File: src/rtl/instruction_decode_stage.sv
// RV32I decode stage: IF/ID pipeline register, 32-entry register file with
// writeback bypass, main/ALU control decoders and immediate extension.
module instruction_decode_stage #(
  parameter int XLEN  = 32,
  parameter int NREGS = 32
) (
  input  logic                     clk,
  input  logic                     rst,
  input  logic                     StallD,
  input  logic                     FlushD,
  input  logic [31:0]              InstrF,
  input  logic [XLEN-1:0]          PCF,
  input  logic [XLEN-1:0]          PCPlus4F,
  input  logic                     RegWriteW,
  input  logic [$clog2(NREGS)-1:0] RdW,
  input  logic [XLEN-1:0]          ResultW,
  output logic [XLEN-1:0]          PCD,
  output logic [XLEN-1:0]          PCPlus4D,
  output logic [$clog2(NREGS)-1:0] Rs1D,
  output logic [$clog2(NREGS)-1:0] Rs2D,
  output logic [$clog2(NREGS)-1:0] RdD,
  output logic [XLEN-1:0]          RD1D,
  output logic [XLEN-1:0]          RD2D,
  output logic [XLEN-1:0]          ImmExtD,
  output logic                     RegWriteD,
  output logic [1:0]               ResultSrcD,
  output logic                     MemWriteD,
  output logic                     JumpD,
  output logic                     BranchD,
  output logic                     ALUSrcD,
  output logic [2:0]               ALUControlD,
  output logic                     IllegalD
);

  localparam int RW = $clog2(NREGS);

  localparam logic [6:0] OP_LOAD   = 7'b0000011;
  localparam logic [6:0] OP_STORE  = 7'b0100011;
  localparam logic [6:0] OP_RTYPE  = 7'b0110011;
  localparam logic [6:0] OP_BRANCH = 7'b1100011;
  localparam logic [6:0] OP_IALU   = 7'b0010011;
  localparam logic [6:0] OP_JAL    = 7'b1101111;

  localparam logic [2:0] ALU_ADD = 3'b000;
  localparam logic [2:0] ALU_SUB = 3'b001;
  localparam logic [2:0] ALU_AND = 3'b010;
  localparam logic [2:0] ALU_OR  = 3'b011;
  localparam logic [2:0] ALU_SLT = 3'b101;

  typedef enum logic [2:0] {
    IMM_NONE,
    IMM_I,
    IMM_S,
    IMM_B,
    IMM_J
  } imm_src_e;

  typedef enum logic [1:0] {
    ALUOP_ADD   = 2'b00,
    ALUOP_SUB   = 2'b01,
    ALUOP_FUNCT = 2'b10
  } alu_op_e;

  // ---------------------------------------------------------------------
  // IF/ID pipeline register
  // ---------------------------------------------------------------------
  logic            valid_q, valid_d;
  logic [31:0]     instr_q, instr_d;
  logic [XLEN-1:0] pc_q, pc_d;
  logic [XLEN-1:0] pc_plus4_q, pc_plus4_d;

  // Flush wins over stall so a redirect can squash a held instruction.
  always_comb begin
    valid_d    = valid_q;
    instr_d    = instr_q;
    pc_d       = pc_q;
    pc_plus4_d = pc_plus4_q;
    if (FlushD) begin
      valid_d    = 1'b0;
      instr_d    = '0;
      pc_d       = '0;
      pc_plus4_d = '0;
    end else if (!StallD) begin
      valid_d    = 1'b1;
      instr_d    = InstrF;
      pc_d       = PCF;
      pc_plus4_d = PCPlus4F;
    end
  end

  always_ff @(posedge clk or posedge rst) begin
    if (rst) begin
      valid_q    <= 1'b0;
      instr_q    <= '0;
      pc_q       <= '0;
      pc_plus4_q <= '0;
    end else begin
      valid_q    <= valid_d;
      instr_q    <= instr_d;
      pc_q       <= pc_d;
      pc_plus4_q <= pc_plus4_d;
    end
  end

  assign PCD      = pc_q;
  assign PCPlus4D = pc_plus4_q;
  assign Rs1D     = instr_q[19:15];
  assign Rs2D     = instr_q[24:20];
  assign RdD      = instr_q[11:7];

  // ---------------------------------------------------------------------
  // Register file; entry 0 is never written and stays at its reset value
  // ---------------------------------------------------------------------
  logic [XLEN-1:0] rf_q [NREGS];

  always_ff @(posedge clk or posedge rst) begin
    if (rst) begin
      for (int i = 0; i < NREGS; i++) begin
        rf_q[i] <= '0;
      end
    end else begin
      for (int i = 1; i < NREGS; i++) begin
        if (RegWriteW && (RdW == RW'(i))) begin
          rf_q[i] <= ResultW;
        end
      end
    end
  end

  // Writeback data is forwarded in the same cycle, so W->D hazards never stall.
  function automatic logic [XLEN-1:0] rf_read(input logic [RW-1:0] rs);
    logic [XLEN-1:0] data;
    data = rf_q[rs];
    if (rs == '0) begin
      data = '0;
    end else if (RegWriteW && (RdW == rs)) begin
      data = ResultW;
    end
    return data;
  endfunction

  assign RD1D = rf_read(Rs1D);
  assign RD2D = rf_read(Rs2D);

  // ---------------------------------------------------------------------
  // Main decoder
  // ---------------------------------------------------------------------
  logic [6:0] opcode;
  logic [2:0] funct3;
  logic       funct7_b5;

  assign opcode    = instr_q[6:0];
  assign funct3    = instr_q[14:12];
  assign funct7_b5 = instr_q[30];

  logic     reg_write;
  logic [1:0] result_src;
  logic     mem_write;
  logic     jump;
  logic     branch;
  logic     alu_src;
  alu_op_e  alu_op;
  imm_src_e imm_src;
  logic     op_illegal;

  always_comb begin
    reg_write  = 1'b0;
    result_src = 2'b00;
    mem_write  = 1'b0;
    jump       = 1'b0;
    branch     = 1'b0;
    alu_src    = 1'b0;
    alu_op     = ALUOP_ADD;
    imm_src    = IMM_NONE;
    op_illegal = 1'b0;
    case (opcode)
      OP_LOAD: begin
        reg_write  = 1'b1;
        imm_src    = IMM_I;
        alu_src    = 1'b1;
        result_src = 2'b01;
      end
      OP_STORE: begin
        imm_src   = IMM_S;
        alu_src   = 1'b1;
        mem_write = 1'b1;
      end
      OP_RTYPE: begin
        reg_write = 1'b1;
        alu_op    = ALUOP_FUNCT;
      end
      OP_BRANCH: begin
        imm_src = IMM_B;
        branch  = 1'b1;
        alu_op  = ALUOP_SUB;
      end
      OP_IALU: begin
        reg_write = 1'b1;
        imm_src   = IMM_I;
        alu_src   = 1'b1;
        alu_op    = ALUOP_FUNCT;
      end
      OP_JAL: begin
        reg_write  = 1'b1;
        imm_src    = IMM_J;
        jump       = 1'b1;
        result_src = 2'b10;
      end
      default: op_illegal = 1'b1;
    endcase
  end

  // ---------------------------------------------------------------------
  // ALU decoder
  // ---------------------------------------------------------------------
  logic [2:0] alu_ctrl;
  logic       f3_illegal;

  always_comb begin
    alu_ctrl   = ALU_ADD;
    f3_illegal = 1'b0;
    case (alu_op)
      ALUOP_ADD: alu_ctrl = ALU_ADD;
      ALUOP_SUB: alu_ctrl = ALU_SUB;
      ALUOP_FUNCT: begin
        case (funct3)
          3'b000:  alu_ctrl = (funct7_b5 && opcode[5]) ? ALU_SUB : ALU_ADD;
          3'b010:  alu_ctrl = ALU_SLT;
          3'b110:  alu_ctrl = ALU_OR;
          3'b111:  alu_ctrl = ALU_AND;
          default: f3_illegal = 1'b1;
        endcase
      end
      default: alu_ctrl = ALU_ADD;
    endcase
  end

  // ---------------------------------------------------------------------
  // Immediate extension
  // ---------------------------------------------------------------------
  always_comb begin
    ImmExtD = '0;
    case (imm_src)
      IMM_I: ImmExtD = {{(XLEN-12){instr_q[31]}}, instr_q[31:20]};
      IMM_S: ImmExtD = {{(XLEN-12){instr_q[31]}}, instr_q[31:25], instr_q[11:7]};
      IMM_B: ImmExtD = {{(XLEN-12){instr_q[31]}}, instr_q[7], instr_q[30:25],
                        instr_q[11:8], 1'b0};
      IMM_J: ImmExtD = {{(XLEN-20){instr_q[31]}}, instr_q[19:12], instr_q[20],
                        instr_q[30:21], 1'b0};
      default: ImmExtD = '0;
    endcase
  end

  // Bubbles (reset/flush) must never look like a real instruction downstream.
  assign RegWriteD   = valid_q & reg_write;
  assign ResultSrcD  = valid_q ? result_src : 2'b00;
  assign MemWriteD   = valid_q & mem_write;
  assign JumpD       = valid_q & jump;
  assign BranchD     = valid_q & branch;
  assign ALUSrcD     = valid_q & alu_src;
  assign ALUControlD = valid_q ? alu_ctrl : ALU_ADD;
  assign IllegalD    = valid_q & (op_illegal | f3_illegal);

endmodule

File: config.mk
export PLATFORM = sky130hd
export DESIGN_NAME = instruction_decode_stage
export DESIGN_NICKNAME = d
export VERILOG_FILES = /design/src/rtl/instruction_decode_stage.sv
export SDC_FILE = /design/constraint.sdc
export NUM_CORES = 2
export LEC_CHECK = 0
export ABC_AREA = 1
export CORE_UTILIZATION = 35
export DETAILED_ROUTE_END_ITERATION = 16
export DONT_BUFFER_PORTS = 1
export PLACE_DENSITY = 0.54
export SLEW_MARGIN = 20
export SYNTH_ARGS = -nofsm -noshare
export SYNTH_HDL_FRONTEND = slang
export SYNTH_SLANG_ARGS = --single-unit
File: constraint.sdc
create_clock -name clk -period 40.2 [get_ports clk]
set_clock_uncertainty 0.05 [all_clocks]
set_input_delay 6.03 -clock clk [delete_from_list [all_inputs] [get_ports clk]]
set_output_delay 6.03 -clock clk [all_outputs]
set_load 0.01 [all_outputs]
==> key figures <==
Outcome
  – Outcome: finished clean

STA
  – Final setup fails: 0
  – Fmax: 70.4 MHz
  – Minimum clock period: 14.21 ns
  – Final Hold Viols: 0
  – Final number of max-transition violations: 0
  – Final Worst Setup Slack: between 20 and 30 ns
  – Sum Neg Setup Slack: 0 ns
  – Slew HR: 0.201
  – Unrepaired setup endpoints after global routing: false
  – Hold slack: 0.432 ns
  – Fin crit share: 0.353
  – Least-Margin Pin Slew: 1.20 ns

Synth
  – YS warnings: 32
  – Share of Yosys cell area claimed by the top area cell type: 0.450
  – Seq/Total Area, Yosys: 0.450
  – Post-Syn Nets: approximately 8700
  – Ys async rst share: 1.00
  – Yosys reg bits: 1089
  – Count of cell types in the netlist: 32
  – Mean Syn Cell Area: 7.10 sq um
  – Area leader, netlist: dfrtp_1
  – Synth top area cells: dfrtp_1 45%, nand2_1 16%, o21ai_0 9.9%
  – Mapped Area: 0.0606 sq mm
  – Syn Inst Count: 8534
  – Number of synthesized flops with an enable pin: 0
  – Post-synth top flop: dfrtp_1

Route
  – Antenna viol nets, final: 0
  – Initial DRC count: 7304
  – WL/cell: ~25 microns
  – Drt pass-1 iters: 7
  – Vias per inst: roughly 5.7
  – Wirelength, routed: 261000 microns
  – DRC viols: 0
  – DR vias: slightly below 60000

GRT
  – Met1 global-route usage: 0.379
  – Initial antenna violation count: 13
  – Met2 usage: 0.462
  – Total GRT Usage: 0.295
  – Largest net degree at the start of global routing: around 190
  – Vias in the first global route: 55700
  – GR Util met3: 0.0552
  – Top Usage Layer GRT: met2
  – Grt total ovfl: 0
  – First-pass GRT wire length: 382000 microns

Cells and area
  – Syn-to-layout area delta: 8.71%
  – Layout cells sized above 1: 0.0523
  – Register Area: roughly 0.027 sq mm
  – Cell area after layout: 0.0659 sq mm
  – Nets: 8163
  – Final design utilization: 0.384
  – Fillers: between 15000 and 20000
  – Area of the multi-input gates: 0.0278 sq mm

Clock network
  – Total CTS buffers: 135
  – Post-CTS resize count: 0
  – CTS H-tree depth: 4
  – CTS Hold Bufs: 0
  – Clock sink count: 1089
  – Clock Latency Late Sink: between 0.7 and 0.8 ns
  – CTS tree: done
  – Deepest clock path buffer count: 3
  – Clock-pin slew on the worst setup and hold paths: 0.05 ns
  – Root Buffer: clkbuf_16
  – Post-CTS setup buffers: 0

Floorplanning
  – Boundary pin count: 324
  – Total Die Area: 0.175 sq mm
  – Initial Utilization: 0.353
  – Die Span X: 418 microns
  – Chip Height: 418 microns
  – Placement Rows: 152
  – Core area: ~0.17 sq mm

Pwr
  – Cell-internal power: roughly 0.0022 W
  – Sequential cell fraction of total power: 0.427
  – Pwr Density: just over 50 mW/mm^2
  – Combinational share of power: 0.204
  – Leakage Power: between 30 and 40 nW
  – IR drop worst, VDD: between 0.03 and 0.04 mV
  – P_sw: 0.00112 W
  – Clock share of power: 0.369
  – Sw frac: 0.333

Placed design
  – Routability Congestion: between 0.8 and 0.9
  – IO Port Bufs: 0
  – Setup Slack @ Placement: 25.98 ns
  – Placed Area: 0.0614 sq mm
  – DP HPWL: about 140000 microns

Run
  – Max-cap violations: 0

Hold path
  – Hold Crit Class: flop to flop

Worst setup path
  – Setup crit end kind: primary output
  – WS Path Type: input pin to primary output
  – Critical path fanouts, max: 48
  – Worst Path Arrival: 8.13 ns
  – Critical Path RT: 34.12 ns
  – CP Launch Type: input pin
[cells in the mapped netlist, types with 2 or more instances]
cell type / count
nand2_1: 2589
o21ai_0: 1201
dfrtp_1: 1089
nand3_1: 939
inv_1: 620
clkbuf_1: 438
a21oi_1: 419
nor2_1: 364
o211ai_1: 335
buf_2: 214
o21ai_1: 129
buf_1: 47
buf_4: 47
or2_2: 28
buf_6: 17
nand4_1: 14
inv_2: 12
o22ai_1: 11
clkinv_1: 3
nor2_4: 3
ha_1: 2
nor2_2: 2
nor3_1: 2
[layer usage]
metal | vias up | routed length, microns
li1 | 26900 | -
met1 | 28500 | 106000
met2 | 3227 | 116000
met3 | 664 | 23400
met4 | 8 | 16400
met5 | - | 59
[cells in the final DEF, fill, tap and decap left out, drive strengths merged]
master    Yosys  final
buf         325    116
o21ai      1330   1330
nand3       940    940
clkbuf      439    194
nand4        15     15
clkinv        3     30
or2          28     28
nor2        369    369
and2          1      1
o211ai      335    335
o221ai        1      1
ha            2      2
bufinv        0      6
nor4          2      2
a21oi       419    419
nor3          2      2
clkinvlp      0      3
o22ai        11     11
diode         0     15
inv         633    636
dfrtp      1089   1089
o32ai         1      1
nand2      2589   2589
[layout make-up]
class                           instances  share of cell area
Antenna cell                           15            0.000570
Clock buffer                          194              0.0611
Clock inverter                         39             0.00627
Inverter                              636              0.0369
Multi-Input combinational cell       6045               0.423
Sequential cell                      1089               0.414
Tap cell                             2310              0.0439
Timing Repair Buffer                  116              0.0145
[metrics by stage]
| stage | power [W] | cells |
|---|---|---|
| CTS | 0.00336 | 10400 |
| global placement | 0.00210 | 10200 |
| floorplan | 0.00191 | 8534 |
| global route | 0.00352 | 10400 |
| detailed placement | 0.00212 | 10200 |
| finish | 0.00336 | 10400 |
[power by group through the flow]
stage | clock [W] | combinational (W) | sequential [W]
floorplan | 0 | 0.000500 | 0.00141
global placement | 0 | 0.000662 | 0.00144
detailed placement | 0 | 0.000676 | 0.00144
CTS | 0.00126 | 0.000677 | 0.00143
global route | 0.00129 | 0.000772 | 0.00146
finish | 0.00124 | 0.000685 | 0.00143
[final timing paths]
| kind | startpoint | endpoint | slack [ns] | depth (start not counted) |
|---|---|---|---|---|
| max in group asynchronous | rst | rf_q[1] | 30.94 | 5 |
| min in group asynchronous | rst | instr_q[9] | 5.21 | 1 |
| setup / recovery | RdW[2] | RD1D[30] | 25.99 | 7 |
| hold reg to reg | rf_q[68] | rf_q[68] | 0.43 | 2 |
| hold / removal | rf_q[68] | rf_q[68] | 0.43 | 2 |
| setup reg to reg | instr_q[22] | instr_q[22] | 37.52 | 3 |
[worst max-delay path: stages]
cell,delay [ns]
inv_1,0.05
o22ai_1,0.16
nor2_1,0.09
nand3_4,0.10
buf_4,0.65
o21ai_0,0.17
a21oi_1,0.82
[sequential cells by signal, indices dropped and copies added, names as in the netlist]
register / flops
rf_q: 992
PCD: 32
PCPlus4D: 32
instr_q: 32
valid_q: 1
[logic make-up (layout without fill, tap and decap cells)]
kind of cell | count (synthesis) | in the layout | synth area share
and+or+nand+nor | 3946 | 3946 | 0.266
DFF | 1089 | 1089 | 0.450
AOI/OAI and AO/OA | 2097 | 2097 | 0.187
other | 0 | 15 | 0
buffers and inverters | 1400 | 985 | 0.0962
adders and majority gates | 2 | 2 | 0.000413
Note: power is estimated with default switching activity, not from simulation.
